[src/rtl/instr_fetch_unit_if.sv]
// instr_fetch_unit_if: redirect, imem request/response and IF_ID fetch handshake bundle (master = fetch unit side)
interface instr_fetch_unit_if;
  logic redirect_valid;
  logic [63:0] redirect_pc;
  logic imem_req_valid;
  logic [63:0] imem_req_addr;
  logic imem_req_ready;
  logic imem_rsp_valid;
  logic [31:0] imem_rsp_instr;
  logic fetch_valid;
  logic [63:0] fetch_pc;
  logic [31:0] fetch_instr;
  logic fetch_ready;
  modport master (
    input redirect_valid, redirect_pc, imem_req_ready, imem_rsp_valid, imem_rsp_instr, fetch_ready,
    output imem_req_valid, imem_req_addr, fetch_valid, fetch_pc, fetch_instr
  );
  modport slave (
    output redirect_valid, redirect_pc, imem_req_ready, imem_rsp_valid, imem_rsp_instr, fetch_ready,
    input imem_req_valid, imem_req_addr, fetch_valid, fetch_pc, fetch_instr
  );
endinterface

[src/rtl/instr_fetch_unit.sv]
// instr_fetch_unit: single-outstanding imem fetcher feeding a circular {pc,instr} queue, with redirect drain and optional same-cycle bypass under IFU_BYPASS_EN
module instr_fetch_unit #(
  parameter logic [63:0] RESET_PC = 64'h0,
  parameter int QUEUE_DEPTH = 4
) (
  input logic clk,
  input logic reset,
  instr_fetch_unit_if.master bus,
  output logic [$clog2(QUEUE_DEPTH):0] queue_count
);
  localparam int PW = $clog2(QUEUE_DEPTH);
  localparam int CW = PW + 1;
  localparam logic [CW-1:0] DEPTH = CW'(QUEUE_DEPTH);
  typedef enum logic [1:0] {FETCH, WAIT, DRAIN} state_t;
  state_t state;
  logic [63:0] next_pc, tag_pc;
  logic [PW-1:0] rd_ptr, wr_ptr;
  logic [63:0] pc_q [QUEUE_DEPTH];
  logic [31:0] ins_q [QUEUE_DEPTH];
  logic accept, push, pop, byp, head_valid;
  always_comb begin
    head_valid = queue_count != '0;
    bus.imem_req_valid = reset && state == FETCH && queue_count < DEPTH && !bus.redirect_valid;
    bus.imem_req_addr = next_pc;
    accept = bus.imem_req_valid && bus.imem_req_ready;
`ifdef IFU_BYPASS_EN
    byp = reset && state == WAIT && bus.imem_rsp_valid && !head_valid && bus.fetch_ready && !bus.redirect_valid;
`else
    byp = 1'b0;
`endif
    push = state == WAIT && bus.imem_rsp_valid && !bus.redirect_valid && !byp;
    pop = head_valid && bus.fetch_ready && !bus.redirect_valid;
    bus.fetch_valid = head_valid || byp;
    bus.fetch_pc = byp ? tag_pc : pc_q[rd_ptr];
    bus.fetch_instr = byp ? bus.imem_rsp_instr : ins_q[rd_ptr];
  end
  always_ff @(posedge clk)
    if (!reset) begin
      state <= FETCH;
      next_pc <= RESET_PC;
      tag_pc <= RESET_PC;
      rd_ptr <= '0;
      wr_ptr <= '0;
      queue_count <= '0;
    end else begin
      rd_ptr <= bus.redirect_valid ? '0 : rd_ptr + PW'(pop);
      wr_ptr <= bus.redirect_valid ? '0 : wr_ptr + PW'(push);
      queue_count <= bus.redirect_valid ? '0 : queue_count + CW'(push) - CW'(pop);
      next_pc <= bus.redirect_valid ? bus.redirect_pc & ~64'h3 : accept ? next_pc + 64'd4 : next_pc;
      tag_pc <= accept ? next_pc : tag_pc;
      state <= bus.redirect_valid ? (state != FETCH && !bus.imem_rsp_valid ? DRAIN : FETCH) :
               state == FETCH ? (accept ? WAIT : FETCH) :
               bus.imem_rsp_valid ? FETCH : state;
    end
  always_ff @(posedge clk)
    if (reset && push) begin
      pc_q[wr_ptr] <= tag_pc;
      ins_q[wr_ptr] <= bus.imem_rsp_instr;
    end
endmodule

[src/flat_wrapper.sv]
// flat-port wrapper written by rule: the top's interface ports become plain ports
module instr_fetch_unit_flat 
#(
  parameter logic [63:0] RESET_PC = 64'h0,
  parameter int QUEUE_DEPTH = 4
)
  (clk, reset, queue_count, bus_redirect_valid, bus_redirect_pc, bus_imem_req_ready, bus_imem_rsp_valid, bus_imem_rsp_instr, bus_fetch_ready, bus_imem_req_valid, bus_imem_req_addr, bus_fetch_valid, bus_fetch_pc, bus_fetch_instr);
  instr_fetch_unit_if bus_i ();
  input logic clk;
  input logic reset;
  output logic [$clog2(QUEUE_DEPTH):0] queue_count;
  input wire logic [$bits(bus_i.redirect_valid)-1:0] bus_redirect_valid;
  input wire logic [$bits(bus_i.redirect_pc)-1:0] bus_redirect_pc;
  input wire logic [$bits(bus_i.imem_req_ready)-1:0] bus_imem_req_ready;
  input wire logic [$bits(bus_i.imem_rsp_valid)-1:0] bus_imem_rsp_valid;
  input wire logic [$bits(bus_i.imem_rsp_instr)-1:0] bus_imem_rsp_instr;
  input wire logic [$bits(bus_i.fetch_ready)-1:0] bus_fetch_ready;
  output wire logic [$bits(bus_i.imem_req_valid)-1:0] bus_imem_req_valid;
  output wire logic [$bits(bus_i.imem_req_addr)-1:0] bus_imem_req_addr;
  output wire logic [$bits(bus_i.fetch_valid)-1:0] bus_fetch_valid;
  output wire logic [$bits(bus_i.fetch_pc)-1:0] bus_fetch_pc;
  output wire logic [$bits(bus_i.fetch_instr)-1:0] bus_fetch_instr;
  assign bus_i.redirect_valid = bus_redirect_valid;
  assign bus_i.redirect_pc = bus_redirect_pc;
  assign bus_i.imem_req_ready = bus_imem_req_ready;
  assign bus_i.imem_rsp_valid = bus_imem_rsp_valid;
  assign bus_i.imem_rsp_instr = bus_imem_rsp_instr;
  assign bus_i.fetch_ready = bus_fetch_ready;
  assign bus_imem_req_valid = bus_i.imem_req_valid;
  assign bus_imem_req_addr = bus_i.imem_req_addr;
  assign bus_fetch_valid = bus_i.fetch_valid;
  assign bus_fetch_pc = bus_i.fetch_pc;
  assign bus_fetch_instr = bus_i.fetch_instr;
  instr_fetch_unit #(.RESET_PC(RESET_PC), .QUEUE_DEPTH(QUEUE_DEPTH)) u_core (.clk(clk), .reset(reset), .bus(bus_i), .queue_count(queue_count));
endmodule
[config.mk]
export PLATFORM = sky130hd
export DESIGN_NAME = instr_fetch_unit_flat
export DESIGN_NICKNAME = d
export VERILOG_FILES = /design/src/rtl/instr_fetch_unit_if.sv /design/src/rtl/instr_fetch_unit.sv /design/src/flat_wrapper.sv
export SDC_FILE = /design/constraint.sdc
export NUM_CORES = 1
export LEC_CHECK = 0
export ABC_CLOCK_PERIOD_IN_PS = 14100
export CAP_MARGIN = 30
export CORE_MARGIN = 10
export CORE_UTILIZATION = 25
export CTS_CLUSTER_DIAMETER = 30
export DETAILED_ROUTE_END_ITERATION = 7
export GPL_TIMING_DRIVEN = 1
export SYNTH_ARGS = -nofsm -noshare
export SYNTH_HDL_FRONTEND = slang
export SYNTH_SLANG_ARGS = --single-unit
[constraint.sdc]
create_clock -name clk -period 14.1 [get_ports clk]
set_clock_uncertainty 0.2 [all_clocks]
set_input_delay 2.82 -clock clk [delete_from_list [all_inputs] [get_ports clk]]
set_output_delay 2.82 -clock clk [all_outputs]
set_load 0.02 [all_outputs]
# --- Yosys cells after proc, flatten, opt, wreduce, memory -nomap -nowiden ---
# Memories as Yosys holds them, arrays and structs flattened. A register that Yosys moved wholly into a read port is not among the register bits.
# Cells that the tools add are included.
op_classes:
  n_addsub: 5
  mul: 0
  div_mod_pow: 0
  n_lt_le_gt_ge: 1
  eq_ne: 1
  n_shift: 0
  muxes: 11
  n_bitwise: 1
  n_reduce_logical: 18
ops:
  columns: ["operator", "count"]
  rows:
  - ["64-bit 2-to-1 mux", 2]
  - ["64-bit by 3-bit adder with 64-bit output, second input constant", 1]
  - ["2-bit 2-to-1 mux", 6]
  - ["1-bit logical AND", 10]
  - ["3-bit nonzero test", 2]
  - ["2-bit by 1-bit adder with 2-bit output", 2]
  - ["2-bit nonzero test", 2]
  - ["3-bit by 1-bit adder with 3-bit output", 1]
  - ["3-bit less-than comparator, second input constant", 1]
  - ["1-bit 2-to-1 mux", 3]
  - ["3-bit by 1-bit subtractor with 3-bit output", 1]
  - ["2-bit by 1-bit == test with 1-bit output, second input constant", 1]
  - ["1-bit logical NOT", 2]
  - ["2-bit logical NOT", 1]
  - ["2-bit OR reduction", 1]
  - ["1-bit NOT", 1]
totals:
  register_bits: 137
  latch_bits: 0
  ramBits: 384
  rom_bits: 0
  in_bits: 102
  out_inout_bits: 165
  word_cells: 46
  memories: 2
memory_table:
  columns: ["memory", "depth", "word_bits", "read_ports", "rd_clocked_by_memory_dff", "write_ports", "line_no", "rtl"]
  rows:
  - ["u_core.pc_q", 4, 64, 1, 1, 1, "instr_fetch_unit.sv:18", "logic [63:0] pc_q [QUEUE_DEPTH];"]
  - ["u_core.ins_q", 4, 32, 1, 1, 1, "instr_fetch_unit.sv:19", "logic [31:0] ins_q [QUEUE_DEPTH];"]

# --- Depth between registers and ports, before layout ---
# Gate-level depths: netlist of the first run.
logic_depth:
  depth_word: 8
  mapped_depth: 10

# --- Worst setup path before layout of the first run ---
# Ideal clock, no wire load.
synth_path:
  path_kind: "input to register"
  from: "input bus_redirect_valid"
  to: "memory u_core.ins_q[0][0], enable pin"
  arrival_ns: 9.948
  required_ns: 13.237
  slack_ns: 3.289
  stages: 4
  path_buffers: 1
  path_cell_list: "clkbuf_1 -> nor4bb_1 -> nand2_1 -> nor3_1"
synth_via:
  elab_chain_len: 5
synth_lines:
  columns: ["element", "line_no", "rtl"]
  rows:
  - ["from (decl)", "flat_wrapper.sv:12", "input wire logic [$bits(bus_i.redirect_valid)-1:0] bus_redirect_valid;"]
  - ["1-bit logical NOT", "instr_fetch_unit.sv:31", "push = state == WAIT && bus.imem_rsp_valid && !bus.redirect_valid && !byp;"]
  - ["1-bit logical AND", "instr_fetch_unit.sv:31", null]
  - ["1-bit logical AND", "instr_fetch_unit.sv:56", "if (reset && push) begin"]
  - ["1-bit 2-to-1 mux", "instr_fetch_unit.sv:56", null]
  - ["1-bit 2-to-1 mux (not written as such)", "instr_fetch_unit.sv:58", "ins_q[wr_ptr] <= bus.imem_rsp_instr;"]
  - ["to (decl)", "instr_fetch_unit.sv:19", null]
# No other way between the ends.

# --- Worst setup path in the final report of the first run ---
layout_path:
  from: "input reset"
  to: "output bus_imem_req_valid"
layout_via:
  elab_chain_len: 3
layout_lines:
  columns: ["element", "line_no", "rtl"]
  rows:
  - ["from (decl)", "flat_wrapper.sv:10", "input logic reset;"]
  - ["1-bit logical AND (3 in a row)", "instr_fetch_unit.sv:23", "bus.imem_req_valid = reset && state == FETCH && queue_count < DEPTH && !bus.redirect_valid;"]
  - ["to (decl)", "flat_wrapper.sv:18", "output wire logic [$bits(bus_i.imem_req_valid)-1:0] bus_imem_req_valid;"]
# No other way between the ends.

==> impl_metrics.xml, run 1 <==
<?xml version="1.0" encoding="UTF-8"?>
<metrics>
  <group name="run_status">
    <metric name="outcome" unit="">completed</metric>
  </group>
  <group name="detailed_routing">
    <metric name="route.detailed.vias_per_inst" unit="">4.80</metric>
    <metric name="route.detailed.drc" unit="">0</metric>
    <metric name="detail_route.wirelength" unit="mm">65.0</metric>
    <metric name="routedWlPerCell" unit="um">23.1</metric>
    <metric name="route.antenna.remaining_nets" unit="">0</metric>
    <metric name="route.vias.total" unit="">13524</metric>
    <metric name="drt_pre_antenna_iters" unit="">7</metric>
    <metric name="drt-initial-drc-count" unit="">1047</metric>
  </group>
  <group name="power">
    <metric name="cellLeakagePower" unit="nW">9.29</metric>
    <metric name="vdd.ir_drop.worst" unit="V">0.000109</metric>
    <metric name="power.density" unit="nW/um^2">164</metric>
  </group>
  <group name="setup_path">
    <metric name="required_time_of_the_critical_path" unit="ps">11080</metric>
    <metric name="worstPathArrival" unit="ps">4990</metric>
    <metric name="cp_num_buf_inv" unit="">2</metric>
    <metric name="crit_path_cell_chain" unit="">clkdlybuf4s50_1 &gt; nand2b_1 &gt; nor4_1 &gt; clkdlybuf4s50_1</metric>
    <metric name="worst_setup_path_start_kind" unit="">input pin</metric>
    <metric name="critical_path.max_fanout" unit="">8</metric>
    <metric name="end_kind" unit="">output pin</metric>
    <metric name="most_used_cell_cp" unit="">sky130_fd_sc_hd__clkdlybuf4s50_1</metric>
    <metric name="timing_worst_setup_path_type" unit="">in2out</metric>
    <metric name="worst_path_max_delay_cell" unit="">sky130_fd_sc_hd__clkdlybuf4s50_1</metric>
    <metric name="worst_path_dominant_cell_family" unit="">buffers and inverters</metric>
    <metric name="crit_path_max_incr_delay" unit="ps">820</metric>
  </group>
  <group name="sta">
    <metric name="fmax" unit="GHz">0.125</metric>
    <metric name="hold_violation_count_in_the_final_report" unit="">0</metric>
    <metric name="setup_violations" unit="">0</metric>
    <metric name="drv_slew" unit="">0</metric>
    <metric name="finalSetupTns" unit="ps">0</metric>
    <metric name="maxSlewHeadroom" unit="%">34.7</metric>
    <metric name="worstMarginPinSlew" unit="ps">980</metric>
    <metric name="rsz0062_at_grt" unit="">no</metric>
    <metric name="final.min_clock_period" unit="ps">8010</metric>
    <metric name="hold_ws" unit="ps">280</metric>
    <metric name="final_min_period_over_clock_period" unit="%">56.8</metric>
  </group>
  <group name="final_layout">
    <metric name="instances_no_fill" unit="">2818</metric>
    <metric name="layout_commonest_cell" unit="">sky130_fd_sc_hd__edfxtp_1</metric>
    <metric name="commonest_cells_after_routing_fill_and_taps_aside" unit="">sky130_fd_sc_hd__edfxtp_1 (376), sky130_fd_sc_hd__clkdlybuf4s50_1 (259), sky130_fd_sc_hd__nand2_1 (181)</metric>
    <metric name="final_cell_area" unit="um^2">28100</metric>
    <metric name="synth_to_final_area_change" unit="%">39.6</metric>
    <metric name="final_layout_size_suffix_gt1_share" unit="%">20.0</metric>
    <metric name="design.final.nets" unit="">1770</metric>
  </group>
  <group name="synthesis">
    <metric name="post-synth-top-area-fraction" unit="%">56.2</metric>
    <metric name="post-synth-top-area-cell" unit="">sky130_fd_sc_hd__edfxtp_1</metric>
    <metric name="number_of_unique_standard_cell_types_used_by_synthesis" unit="">62</metric>
    <metric name="synthCells" unit="">1345</metric>
    <metric name="synth-async-reset-ratio" unit="%">0</metric>
    <metric name="postSynthRegisterBits" unit="">509</metric>
    <metric name="yosys-top-cells-area" unit="">sky130_fd_sc_hd__edfxtp_1 (56%), sky130_fd_sc_hd__dfxtp_1 (13%), sky130_fd_sc_hd__mux4_2 (11%), sky130_fd_sc_hd__nand2_1 (3.4%), sky130_fd_sc_hd__a21oi_1 (2.3%)</metric>
    <metric name="synth_enable_flop_cells" unit="">376</metric>
    <metric name="yosys_warnings" unit="">0</metric>
    <metric name="share_of_synthesized_area_occupied_by_flip_flops_and_latches" unit="%">69.4</metric>
    <metric name="avgSynthCellArea" unit="um^2">14.9</metric>
    <metric name="syn-cell-area" unit="um^2">20100</metric>
    <metric name="synth-main-ff-cell" unit="">sky130_fd_sc_hd__edfxtp_1</metric>
  </group>
  <group name="cts">
    <metric name="cts_setup_buffers" unit="">0</metric>
    <metric name="cts_tree" unit="">done</metric>
    <metric name="clockRootBuffer" unit="">sky130_fd_sc_hd__clkbuf_16</metric>
    <metric name="cts.sinks" unit="">509</metric>
    <metric name="cts_buffer_depth" unit="">3</metric>
    <metric name="post_cts_hold_buffer_count" unit="">0</metric>
    <metric name="cts_resized" unit="">0</metric>
    <metric name="cts_max_level" unit="">3</metric>
    <metric name="clk-insertion-delay-late" unit="ps">680</metric>
    <metric name="clkSlewWorstSetupHoldPaths" unit="ps">50</metric>
    <metric name="tritoncts.num_buffers" unit="">112</metric>
  </group>
  <group name="placement">
    <metric name="total_cell_area_at_the_placement_stage" unit="um^2">23900</metric>
    <metric name="detailed_placer_s_ending_hpwl" unit="mm">42.9</metric>
    <metric name="globalplace.congestion" unit="">0.780</metric>
    <metric name="port_bufs" unit="">260</metric>
    <metric name="place.detailed.instances" unit="">2600</metric>
  </group>
  <group name="floorplan">
    <metric name="chipHeight" unit="um">304</metric>
    <metric name="ios" unit="">267</metric>
    <metric name="die_width" unit="um">304</metric>
    <metric name="initial_core_util" unit="%">25.3</metric>
    <metric name="placementRows" unit="">103</metric>
    <metric name="core" unit="um^2">79400</metric>
    <metric name="die-area" unit="um^2">92200</metric>
  </group>
  <group name="global_routing">
    <metric name="globalRouteOverflowTotal" unit="">0</metric>
    <metric name="grt_use_total" unit="%">13.7</metric>
    <metric name="grt_antenna_before_repair" unit="">15</metric>
    <metric name="grt_pass1_vias" unit="">13695</metric>
    <metric name="grt_start_max_net_pins" unit="">70</metric>
    <metric name="grt_first_pass_wirelength" unit="mm">93.0</metric>
  </group>
  <group name="hold_path">
    <metric name="hold_path_class" unit="">reg2reg</metric>
  </group>
  <group name="flow_run">
    <metric name="drv_cap" unit="">0</metric>
  </group>
</metrics>
[state kept, by name (all words and copies together), names as in the netlist]
name and cells:
u_core.bus.imem_req_addr 62, u_core.tag_pc 62, u_core.pc_q 248, u_core.rd_ptr 2, u_core.state 2, u_core.ins_q 128, u_core.wr_ptr 2, u_core.queue_count 3
[final cells by class]
type                            instances  area, um^2
Fill cell                            7665       51300
Timing Repair Buffer                  293        2860
Antenna cell                            5        12.5
Tap cell                             1050        1310
Sequential cell                       509       14000
Multi-Input combinational cell        738        5740
Clock inverter                         90        1230
Inverter                               10        40.0
Clock buffer                          123        2910
[worst paths after layout]
path / startpoint / endpoint / slack, ps / cells after the start
hold reg to reg: u_core.tag_pc[60] / u_core.pc_q[1][60] / 280 / 0
setup reg to reg: u_core.bus.imem_req_addr[4] / u_core.bus.imem_req_addr[29] / 10830 / 5
setup / recovery: reset / bus_imem_req_valid / 6090 / 4
hold / removal: u_core.tag_pc[60] / u_core.pc_q[1][60] / 280 / 0
[cells in the mapped netlist (4+ instances only)]
cell	instances
sky130_fd_sc_hd__nand2b_1	4
sky130_fd_sc_hd__a31oi_1	13
sky130_fd_sc_hd__xor2_1	17
sky130_fd_sc_hd__xnor2_1	12
sky130_fd_sc_hd__a32oi_1	6
sky130_fd_sc_hd__inv_1	10
sky130_fd_sc_hd__or4_1	11
sky130_fd_sc_hd__o21ai_0	34
sky130_fd_sc_hd__mux2_2	6
sky130_fd_sc_hd__a21oi_1	94
sky130_fd_sc_hd__and3_1	12
sky130_fd_sc_hd__nor2_1	39
sky130_fd_sc_hd__buf_4	7
sky130_fd_sc_hd__edfxtp_1	376
sky130_fd_sc_hd__nand4_1	48
sky130_fd_sc_hd__nor3_1	22
sky130_fd_sc_hd__clkbuf_1	58
sky130_fd_sc_hd__dfxtp_1	133
sky130_fd_sc_hd__nor4_1	22
sky130_fd_sc_hd__or3_1	10
sky130_fd_sc_hd__and4_1	6
sky130_fd_sc_hd__o31ai_1	4
sky130_fd_sc_hd__nand3_1	30
sky130_fd_sc_hd__nand2_1	182
sky130_fd_sc_hd__mux4_2	94
sky130_fd_sc_hd__a211oi_1	13
sky130_fd_sc_hd__o211ai_1	11
sky130_fd_sc_hd__buf_1	17
[routing by layer]
layer	GRT usage (%)	routed length, um	up-vias	part of all wire [%]
li1	-	-	5974	-
met1	17.7	26900	6828	41
met5	0	74	-	0.11
met4	4.58	1310	14	2.0
met2	21.1	29800	600	46
met3	4.94	6840	108	11
[through the flow]
step / setup WS [ps] / power (W) / utilization [%]
3_5_place_dp: 6040 / 0.00184 / 30.1
2_1_floorplan: 3290 / 0.00174 / -
5_1_grt: 6040 / 0.00473 / 35.3
3_3_place_gp: 5980 / 0.00183 / 30.1
4_1_cts: 6040 / 0.00464 / 35.3
6_report: 6090 / 0.00459 / 35.4
[cells by family after synthesis]
| group | Yosys count | synth area share, % |
|---|---|---|
| other | 1 | 0.0187 |
| adders and majority gates | 4 | 0.286 |
| DFF | 509 | 69.4 |
| muxes | 102 | 11.0 |
| xor gates and xnor gates | 29 | 1.26 |
| buffers and inverters | 101 | 2.32 |
| AOI/OAI and AO/OA | 189 | 5.49 |
| and+or+nand+nor | 410 | 10.3 |
[report_power, final]
part	internal [W]	switching [W]	total, W
Combinational	0.0000676	0.0000898	0.000157
Clock	0.00189	0.000893	0.00278
Sequential	0.00162	0.0000350	0.00165
Total	0.00357	0.00102	0.00459
Power figures use the tool's default switching activity.
==> run 2, diff against run 1 <==
--- a/config.mk
+++ b/config.mk
@@ -5,7 +5,7 @@
 export SDC_FILE = /design/constraint.sdc
 export NUM_CORES = 1
 export LEC_CHECK = 0
-export ABC_CLOCK_PERIOD_IN_PS = 14100
+export ABC_CLOCK_PERIOD_IN_PS = 7000
 export CAP_MARGIN = 30
 export CORE_MARGIN = 10
 export CORE_UTILIZATION = 25
==> constraint.sdc (replaced) <==
create_clock -name clk -period 7 [get_ports clk]
set_clock_uncertainty 0.2 [all_clocks]
set_input_delay 1.4 -clock clk [delete_from_list [all_inputs] [get_ports clk]]
set_output_delay 1.4 -clock clk [all_outputs]
set_load 0.02 [all_outputs]
==> impl_metrics.xml, run 2 (synthesis gave the netlist of run 1 again) <==
<?xml version="1.0" encoding="UTF-8"?>
<metrics>
  <group name="flow_run">
    <metric name="drv_cap" unit="">0</metric>
  </group>
  <group name="sta">
    <metric name="final.min_clock_period" unit="ps">5130</metric>
    <metric name="final_min_period_over_clock_period" unit="%">73.2</metric>
    <metric name="fmax" unit="GHz">0.195</metric>
    <metric name="finalSetupTns" unit="ps">0</metric>
    <metric name="final_critical_path_setup_slack" unit="ps">1870</metric>
    <metric name="worstMarginPinSlew" unit="ps">908</metric>
    <metric name="rsz0062_at_grt" unit="">no</metric>
    <metric name="maxSlewHeadroom" unit="%">38.9</metric>
    <metric name="setup_violations" unit="">0</metric>
    <metric name="drv_slew" unit="">0</metric>
    <metric name="hold_violation_count_in_the_final_report" unit="">0</metric>
  </group>
  <group name="placement">
    <metric name="total_cell_area_at_the_placement_stage" unit="um^2">23900</metric>
    <metric name="detailed_placer_s_ending_hpwl" unit="mm">42.5</metric>
    <metric name="port_bufs" unit="">260</metric>
    <metric name="globalplace.congestion" unit="">0.778</metric>
    <metric name="dp_worst_setup_slack" unit="ps">1880</metric>
  </group>
  <group name="floorplan">
    <metric name="chipHeight" unit="um">304</metric>
    <metric name="initial_core_util" unit="%">25.3</metric>
    <metric name="placementRows" unit="">103</metric>
    <metric name="die_width" unit="um">304</metric>
    <metric name="ios" unit="">267</metric>
    <metric name="die-area" unit="um^2">92200</metric>
    <metric name="core" unit="um^2">79400</metric>
  </group>
  <group name="power">
    <metric name="power.clock.fraction" unit="%">56.9</metric>
    <metric name="netSwitchingFraction" unit="%">23.0</metric>
    <metric name="p_sw" unit="W">0.00194</metric>
    <metric name="report.power.total" unit="W">0.00846</metric>
    <metric name="vdd.ir_drop.worst" unit="V">0.000177</metric>
    <metric name="seqPwrFrac" unit="%">39.4</metric>
    <metric name="power_report.internal_total" unit="W">0.00652</metric>
    <metric name="power.density" unit="nW/um^2">308</metric>
    <metric name="comb_power_share" unit="%">3.7</metric>
    <metric name="cellLeakagePower" unit="nW">9.03</metric>
  </group>
  <group name="cts">
    <metric name="clockRootBuffer" unit="">sky130_fd_sc_hd__clkbuf_16</metric>
    <metric name="cts_resized" unit="">0</metric>
    <metric name="clk-insertion-delay-late" unit="ps">650</metric>
    <metric name="tritoncts.num_buffers" unit="">102</metric>
    <metric name="cts_setup_buffers" unit="">0</metric>
    <metric name="clkSlewWorstSetupHoldPaths" unit="ps">50</metric>
    <metric name="post_cts_hold_buffer_count" unit="">0</metric>
    <metric name="cts_tree" unit="">done</metric>
    <metric name="cts_max_level" unit="">3</metric>
    <metric name="cts.sinks" unit="">509</metric>
    <metric name="cts_buffer_depth" unit="">3</metric>
  </group>
  <group name="setup_path">
    <metric name="end_kind" unit="">output pin</metric>
    <metric name="crit_path_max_incr_delay" unit="ps">750</metric>
    <metric name="most_used_cell_cp" unit="">sky130_fd_sc_hd__clkdlybuf4s50_1</metric>
    <metric name="reg2reg_from" unit="">u_core.bus.imem_req_addr[4]</metric>
    <metric name="worst_setup_path_start_kind" unit="">input pin</metric>
    <metric name="crit_path_cell_chain" unit="">clkdlybuf4s50_1 &gt; nand2b_1 &gt; nor4_1 &gt; clkdlybuf4s50_1</metric>
    <metric name="timing_worst_setup_path_type" unit="">in2out</metric>
    <metric name="r2r_end" unit="">u_core.bus.imem_req_addr[63]</metric>
    <metric name="worstPathArrival" unit="ps">3530</metric>
    <metric name="required_time_of_the_critical_path" unit="ps">5400</metric>
    <metric name="worst_path_max_delay_cell" unit="">sky130_fd_sc_hd__clkdlybuf4s50_1</metric>
    <metric name="regToRegSetupSlack" unit="ps">3610</metric>
    <metric name="timing.reg2reg.worst_path_depth" unit="">5</metric>
    <metric name="critical_path.max_fanout" unit="">3</metric>
  </group>
  <group name="run_status">
    <metric name="outcome" unit="">completed</metric>
  </group>
  <group name="hold_path">
    <metric name="worst_hold_path.endpoint" unit="">u_core.pc_q[0][14]</metric>
    <metric name="hold_start" unit="">u_core.tag_pc[14]</metric>
    <metric name="hold_path_depth" unit="">0</metric>
    <metric name="hold_path_class" unit="">reg2reg</metric>
  </group>
  <group name="detailed_routing">
    <metric name="route.antenna.remaining_nets" unit="">0</metric>
    <metric name="route.vias.total" unit="">13416</metric>
    <metric name="route.detailed.vias_per_inst" unit="">4.80</metric>
    <metric name="drt-initial-drc-count" unit="">958</metric>
    <metric name="drt_pre_antenna_iters" unit="">5</metric>
    <metric name="detail_route.wirelength" unit="mm">64.7</metric>
    <metric name="route.detailed.drc" unit="">0</metric>
    <metric name="routedWlPerCell" unit="um">23.1</metric>
  </group>
  <group name="global_routing">
    <metric name="grt_pass1_vias" unit="">13853</metric>
    <metric name="grt_antenna_before_repair" unit="">14</metric>
    <metric name="globalRouteOverflowTotal" unit="">0</metric>
    <metric name="grt_first_pass_wirelength" unit="mm">93.3</metric>
    <metric name="grt_use_total" unit="%">13.7</metric>
    <metric name="grt_start_max_net_pins" unit="">68</metric>
  </group>
  <group name="final_layout">
    <metric name="synth_to_final_area_change" unit="%">36.4</metric>
    <metric name="largest-register" unit="">u_core.pc_q</metric>
    <metric name="layout_commonest_cell" unit="">sky130_fd_sc_hd__edfxtp_1</metric>
    <metric name="final_layout_size_suffix_gt1_share" unit="%">19.0</metric>
    <metric name="final_cell_area" unit="um^2">27400</metric>
    <metric name="design.final.nets" unit="">1760</metric>
    <metric name="commonest_cells_after_routing_fill_and_taps_aside" unit="">sky130_fd_sc_hd__edfxtp_1 (376), sky130_fd_sc_hd__clkdlybuf4s50_1 (259), sky130_fd_sc_hd__nand2_1 (181)</metric>
    <metric name="largest_reg_flops" unit="">248</metric>
    <metric name="registers_with_the_highest_flip_flop_counts" unit="">u_core.pc_q (248), u_core.ins_q (128)</metric>
  </group>
</metrics>
run 2: cell types whose count changed in the layout (fill, tap and decap cells not counted), moves of 3 or more:
cell	previous run	this run
sky130_fd_sc_hd__clkbuf_16	113	103
sky130_fd_sc_hd__clkinv_4	14	10
sky130_fd_sc_hd__clkinv_1	10	6
sky130_fd_sc_hd__clkbuf_1	6	11
sky130_fd_sc_hd__inv_6	13	16
sky130_fd_sc_hd__bufinv_16	21	9
sky130_fd_sc_hd__clkinvlp_4	17	9
sky130_fd_sc_hd__clkinv_2	8	17
run 2: area by class of cell:
| cell class | instances | area, um^2 |
|---|---|---|
| Inverter | 10 | 40.0 |
| Clock inverter | 74 | 822 |
| Multi-Input combinational cell | 738 | 5740 |
| Tap cell | 1050 | 1310 |
| Sequential cell | 509 | 14000 |
| Clock buffer | 119 | 2690 |
| Timing Repair Buffer | 293 | 2860 |
| Antenna cell | 4 | 10.0 |
| Fill cell | 7710 | 52000 |
run 2: worst max-delay path: cells and delay by family:
family | cells | cell delay, ps
buffers and inverters | 2 | 1390
AND/OR/NAND/NOR | 2 | 720
run 2: worst max path at each step:
stage	from	to	slack, ps	cells after the start
final	reset	bus_imem_req_valid	1870	4
after global routing	reset	bus_imem_req_valid	1810	4
after CTS	reset	bus_imem_req_valid	1880	4
after detailed placement	reset	bus_imem_req_valid	1880	4
after global placement	reset	bus_imem_req_valid	1900	4
after floorplan	bus_redirect_valid	u_core.ins_q[0][0]	-2390	4
run 2: through the flow:
stage | hold WS (ps) | util [%] | cells
after floorplan | 260 | - | 1348
after global placement | 267 | 30.1 | 2599
after detailed placement | 288 | 30.1 | 2599
after CTS | 277 | 34.5 | 2792
after global routing | 310 | 34.5 | 2795
final | 283 | 34.6 | 2797
run 2: power groups by stage:
stage               Sequential (W)  Clock [W]  Combinational (W)
finish                     0.00333    0.00482           0.000312
detailed placement         0.00339          0           0.000312
CTS                        0.00333    0.00491           0.000314
global placement           0.00338          0           0.000309
floorplan                  0.00338          0           0.000113
global route               0.00333    0.00506           0.000333
run 2: layer usage:
metal  global-route usage, %  share of wire [%]  up-vias
li1                        -                  -     5919
met1                    17.8                 42     6795
met2                    20.4                 44      577
met3                    5.09                 10      115
met4                    5.63                3.0       10
met5                       0              0.077        -
==> run 3, diff against run 2 <==
--- a/config.mk
+++ b/config.mk
@@ -5,7 +5,7 @@
 export SDC_FILE = /design/constraint.sdc
 export NUM_CORES = 1
 export LEC_CHECK = 0
-export ABC_CLOCK_PERIOD_IN_PS = 7000
+export ABC_CLOCK_PERIOD_IN_PS = 4660
 export CAP_MARGIN = 30
 export CORE_MARGIN = 10
 export CORE_UTILIZATION = 25
==> constraint.sdc (replaced) <==
create_clock -name clk -period 4.66 [get_ports clk]
set_clock_uncertainty 0.2 [all_clocks]
set_input_delay 0.932 -clock clk [delete_from_list [all_inputs] [get_ports clk]]
set_output_delay 0.932 -clock clk [all_outputs]
set_load 0.02 [all_outputs]
==> impl_metrics.xml, run 3 (synthesis gave the netlist of run 1 again) <==
<?xml version="1.0" encoding="UTF-8"?>
<metrics>
  <group name="setup_path">
    <metric name="timing.reg2reg.worst_path_depth" unit="">5</metric>
    <metric name="crit_end" unit="">bus_fetch_instr[2]</metric>
    <metric name="critical_path.max_fanout" unit="">26</metric>
    <metric name="worstPathArrival" unit="ps">3000</metric>
    <metric name="end_kind" unit="">output pin</metric>
    <metric name="crit_start" unit="">u_core.rd_ptr[0]</metric>
    <metric name="r2r_end" unit="">u_core.bus.imem_req_addr[63]</metric>
    <metric name="worst_setup_path_start_kind" unit="">flop</metric>
    <metric name="timing_worst_setup_path_type" unit="">reg2out</metric>
    <metric name="regToRegSetupSlack" unit="ps">1280</metric>
    <metric name="required_time_of_the_critical_path" unit="ps">3530</metric>
    <metric name="reg2reg_from" unit="">u_core.bus.imem_req_addr[4]</metric>
  </group>
  <group name="sta">
    <metric name="final.min_clock_period" unit="ps">4130</metric>
    <metric name="maxSlewHeadroom" unit="%">28.0</metric>
    <metric name="fmax" unit="GHz">0.242</metric>
    <metric name="worstMarginPinSlew" unit="ps">1070</metric>
    <metric name="rsz0062_at_grt" unit="">no</metric>
    <metric name="final_critical_path_setup_slack" unit="ps">527</metric>
    <metric name="setup_violations" unit="">0</metric>
    <metric name="final_min_period_over_clock_period" unit="%">88.7</metric>
    <metric name="drv_slew" unit="">0</metric>
    <metric name="hold_violation_count_in_the_final_report" unit="">0</metric>
  </group>
  <group name="global_routing">
    <metric name="globalRouteOverflowTotal" unit="">0</metric>
    <metric name="grt_first_pass_wirelength" unit="mm">92.1</metric>
    <metric name="grt_antenna_before_repair" unit="">14</metric>
    <metric name="grt_use_total" unit="%">13.6</metric>
    <metric name="grt_pass1_vias" unit="">13569</metric>
    <metric name="grt_start_max_net_pins" unit="">69</metric>
  </group>
  <group name="floorplan">
    <metric name="core" unit="um^2">79400</metric>
    <metric name="ios" unit="">267</metric>
    <metric name="die_width" unit="um">304</metric>
    <metric name="die-area" unit="um^2">92200</metric>
    <metric name="placementRows" unit="">103</metric>
    <metric name="chipHeight" unit="um">304</metric>
    <metric name="initial_core_util" unit="%">25.3</metric>
  </group>
  <group name="detailed_routing">
    <metric name="routedWlPerCell" unit="um">23.0</metric>
    <metric name="drt_pre_antenna_iters" unit="">6</metric>
    <metric name="route.antenna.remaining_nets" unit="">0</metric>
    <metric name="route.detailed.vias_per_inst" unit="">4.77</metric>
    <metric name="drt-initial-drc-count" unit="">1081</metric>
    <metric name="route.vias.total" unit="">13347</metric>
    <metric name="route.detailed.drc" unit="">0</metric>
    <metric name="detail_route.wirelength" unit="mm">64.3</metric>
  </group>
  <group name="run_status">
    <metric name="outcome" unit="">completed</metric>
  </group>
  <group name="cts">
    <metric name="cts_tree" unit="">done</metric>
    <metric name="cts.sinks" unit="">509</metric>
    <metric name="cts_setup_buffers" unit="">0</metric>
    <metric name="cts_buffer_depth" unit="">3</metric>
    <metric name="cts_resized" unit="">0</metric>
    <metric name="clockRootBuffer" unit="">sky130_fd_sc_hd__clkbuf_16</metric>
    <metric name="tritoncts.num_buffers" unit="">98</metric>
    <metric name="post_cts_hold_buffer_count" unit="">0</metric>
    <metric name="clk-insertion-delay-late" unit="ps">640</metric>
    <metric name="cts_max_level" unit="">3</metric>
    <metric name="clkSlewWorstSetupHoldPaths" unit="ps">50</metric>
  </group>
  <group name="hold_path">
    <metric name="hold_start" unit="">u_core.tag_pc[38]</metric>
    <metric name="hold_path_class" unit="">reg2reg</metric>
  </group>
  <group name="flow_run">
    <metric name="drv_cap" unit="">0</metric>
  </group>
  <group name="final_layout">
    <metric name="registers_with_the_highest_flip_flop_counts" unit="">u_core.pc_q (248), u_core.ins_q (128)</metric>
    <metric name="design.final.nets" unit="">1762</metric>
    <metric name="synth_to_final_area_change" unit="%">36.9</metric>
    <metric name="layout_commonest_cell" unit="">sky130_fd_sc_hd__edfxtp_1</metric>
    <metric name="final_layout_size_suffix_gt1_share" unit="%">18.6</metric>
    <metric name="largest_reg_flops" unit="">248</metric>
    <metric name="finalCoreUtilization" unit="%">34.7</metric>
    <metric name="largest-register" unit="">u_core.pc_q</metric>
    <metric name="commonest_cells_after_routing_fill_and_taps_aside" unit="">sky130_fd_sc_hd__edfxtp_1 (376), sky130_fd_sc_hd__clkdlybuf4s50_1 (258), sky130_fd_sc_hd__nand2_1 (181)</metric>
  </group>
  <group name="placement">
    <metric name="dp_worst_setup_slack" unit="ps">744</metric>
    <metric name="port_bufs" unit="">260</metric>
    <metric name="globalplace.congestion" unit="">0.841</metric>
    <metric name="detailed_placer_s_ending_hpwl" unit="mm">43.2</metric>
  </group>
  <group name="power">
    <metric name="power.density" unit="nW/um^2">457</metric>
    <metric name="vdd.ir_drop.worst" unit="V">0.000251</metric>
    <metric name="cellLeakagePower" unit="nW">9.02</metric>
  </group>
</metrics>
## run 3: critical path, cell delays in order (launching register included)
cell and delay [ps]:
sky130_fd_sc_hd__dfxtp_4 760, sky130_fd_sc_hd__buf_4 450, sky130_fd_sc_hd__mux4_2 570, sky130_fd_sc_hd__clkdlybuf4s50_1 560
## run 3: how the worst min path moves through the flow
stage,endpoint,slack (ps),cells after the start
floorplan,u_core.pc_q[0][10],260,0
global placement,u_core.pc_q[0][59],270,0
detailed placement,u_core.pc_q[2][59],290,0
CTS,u_core.tag_pc[45],300,2
global route,u_core.pc_q[2][17],320,0
finish,u_core.tag_pc[38],300,2
## run 3: power breakdown
group          internal, W  switching (W)  total [W]
logic             0.000205       0.000261   0.000467
clock network      0.00470        0.00240    0.00709
registers          0.00490       0.000113    0.00501
## run 3: metrics by stage
| step | instance area (um^2) | instances | power (W) | hold WS (ps) | setup TNS (ps) |
|---|---|---|---|---|---|
| 4_1_cts | 27500 | 2792 | 0.0127 | 296 | 0 |
| 5_1_grt | 27500 | 2793 | 0.0130 | 317 | 0 |
| 2_1_floorplan | 20100 | 1348 | 0.00525 | 260 | -267670 |
| 3_3_place_gp | 24100 | 2606 | 0.00555 | 266 | 0 |
| 6_report | 27500 | 2797 | 0.0126 | 297 | 0 |
| 3_5_place_dp | 24100 | 2606 | 0.00556 | 287 | 0 |
## run 3: routing by layer
layer / wire (um) / track usage [%] / vias to the layer above
met4: 1180 / 4.19 / 10
met2: 29000 / 20.7 / 607
met1: 27300 / 18.0 / 6693
li1: - / - / 5934
met3: 6720 / 4.60 / 103
met5: 57 / 0 / -
## run 3: cell type report
class | instances | area, um^2
Fill cell | 7752 | 51900
Sequential cell | 509 | 14000
Timing Repair Buffer | 299 | 3040
Antenna cell | 5 | 12.5
Tap cell | 1050 | 1310
Clock buffer | 117 | 2570
Inverter | 10 | 40.0
Clock inverter | 69 | 828
Multi-Input combinational cell | 738 | 5760
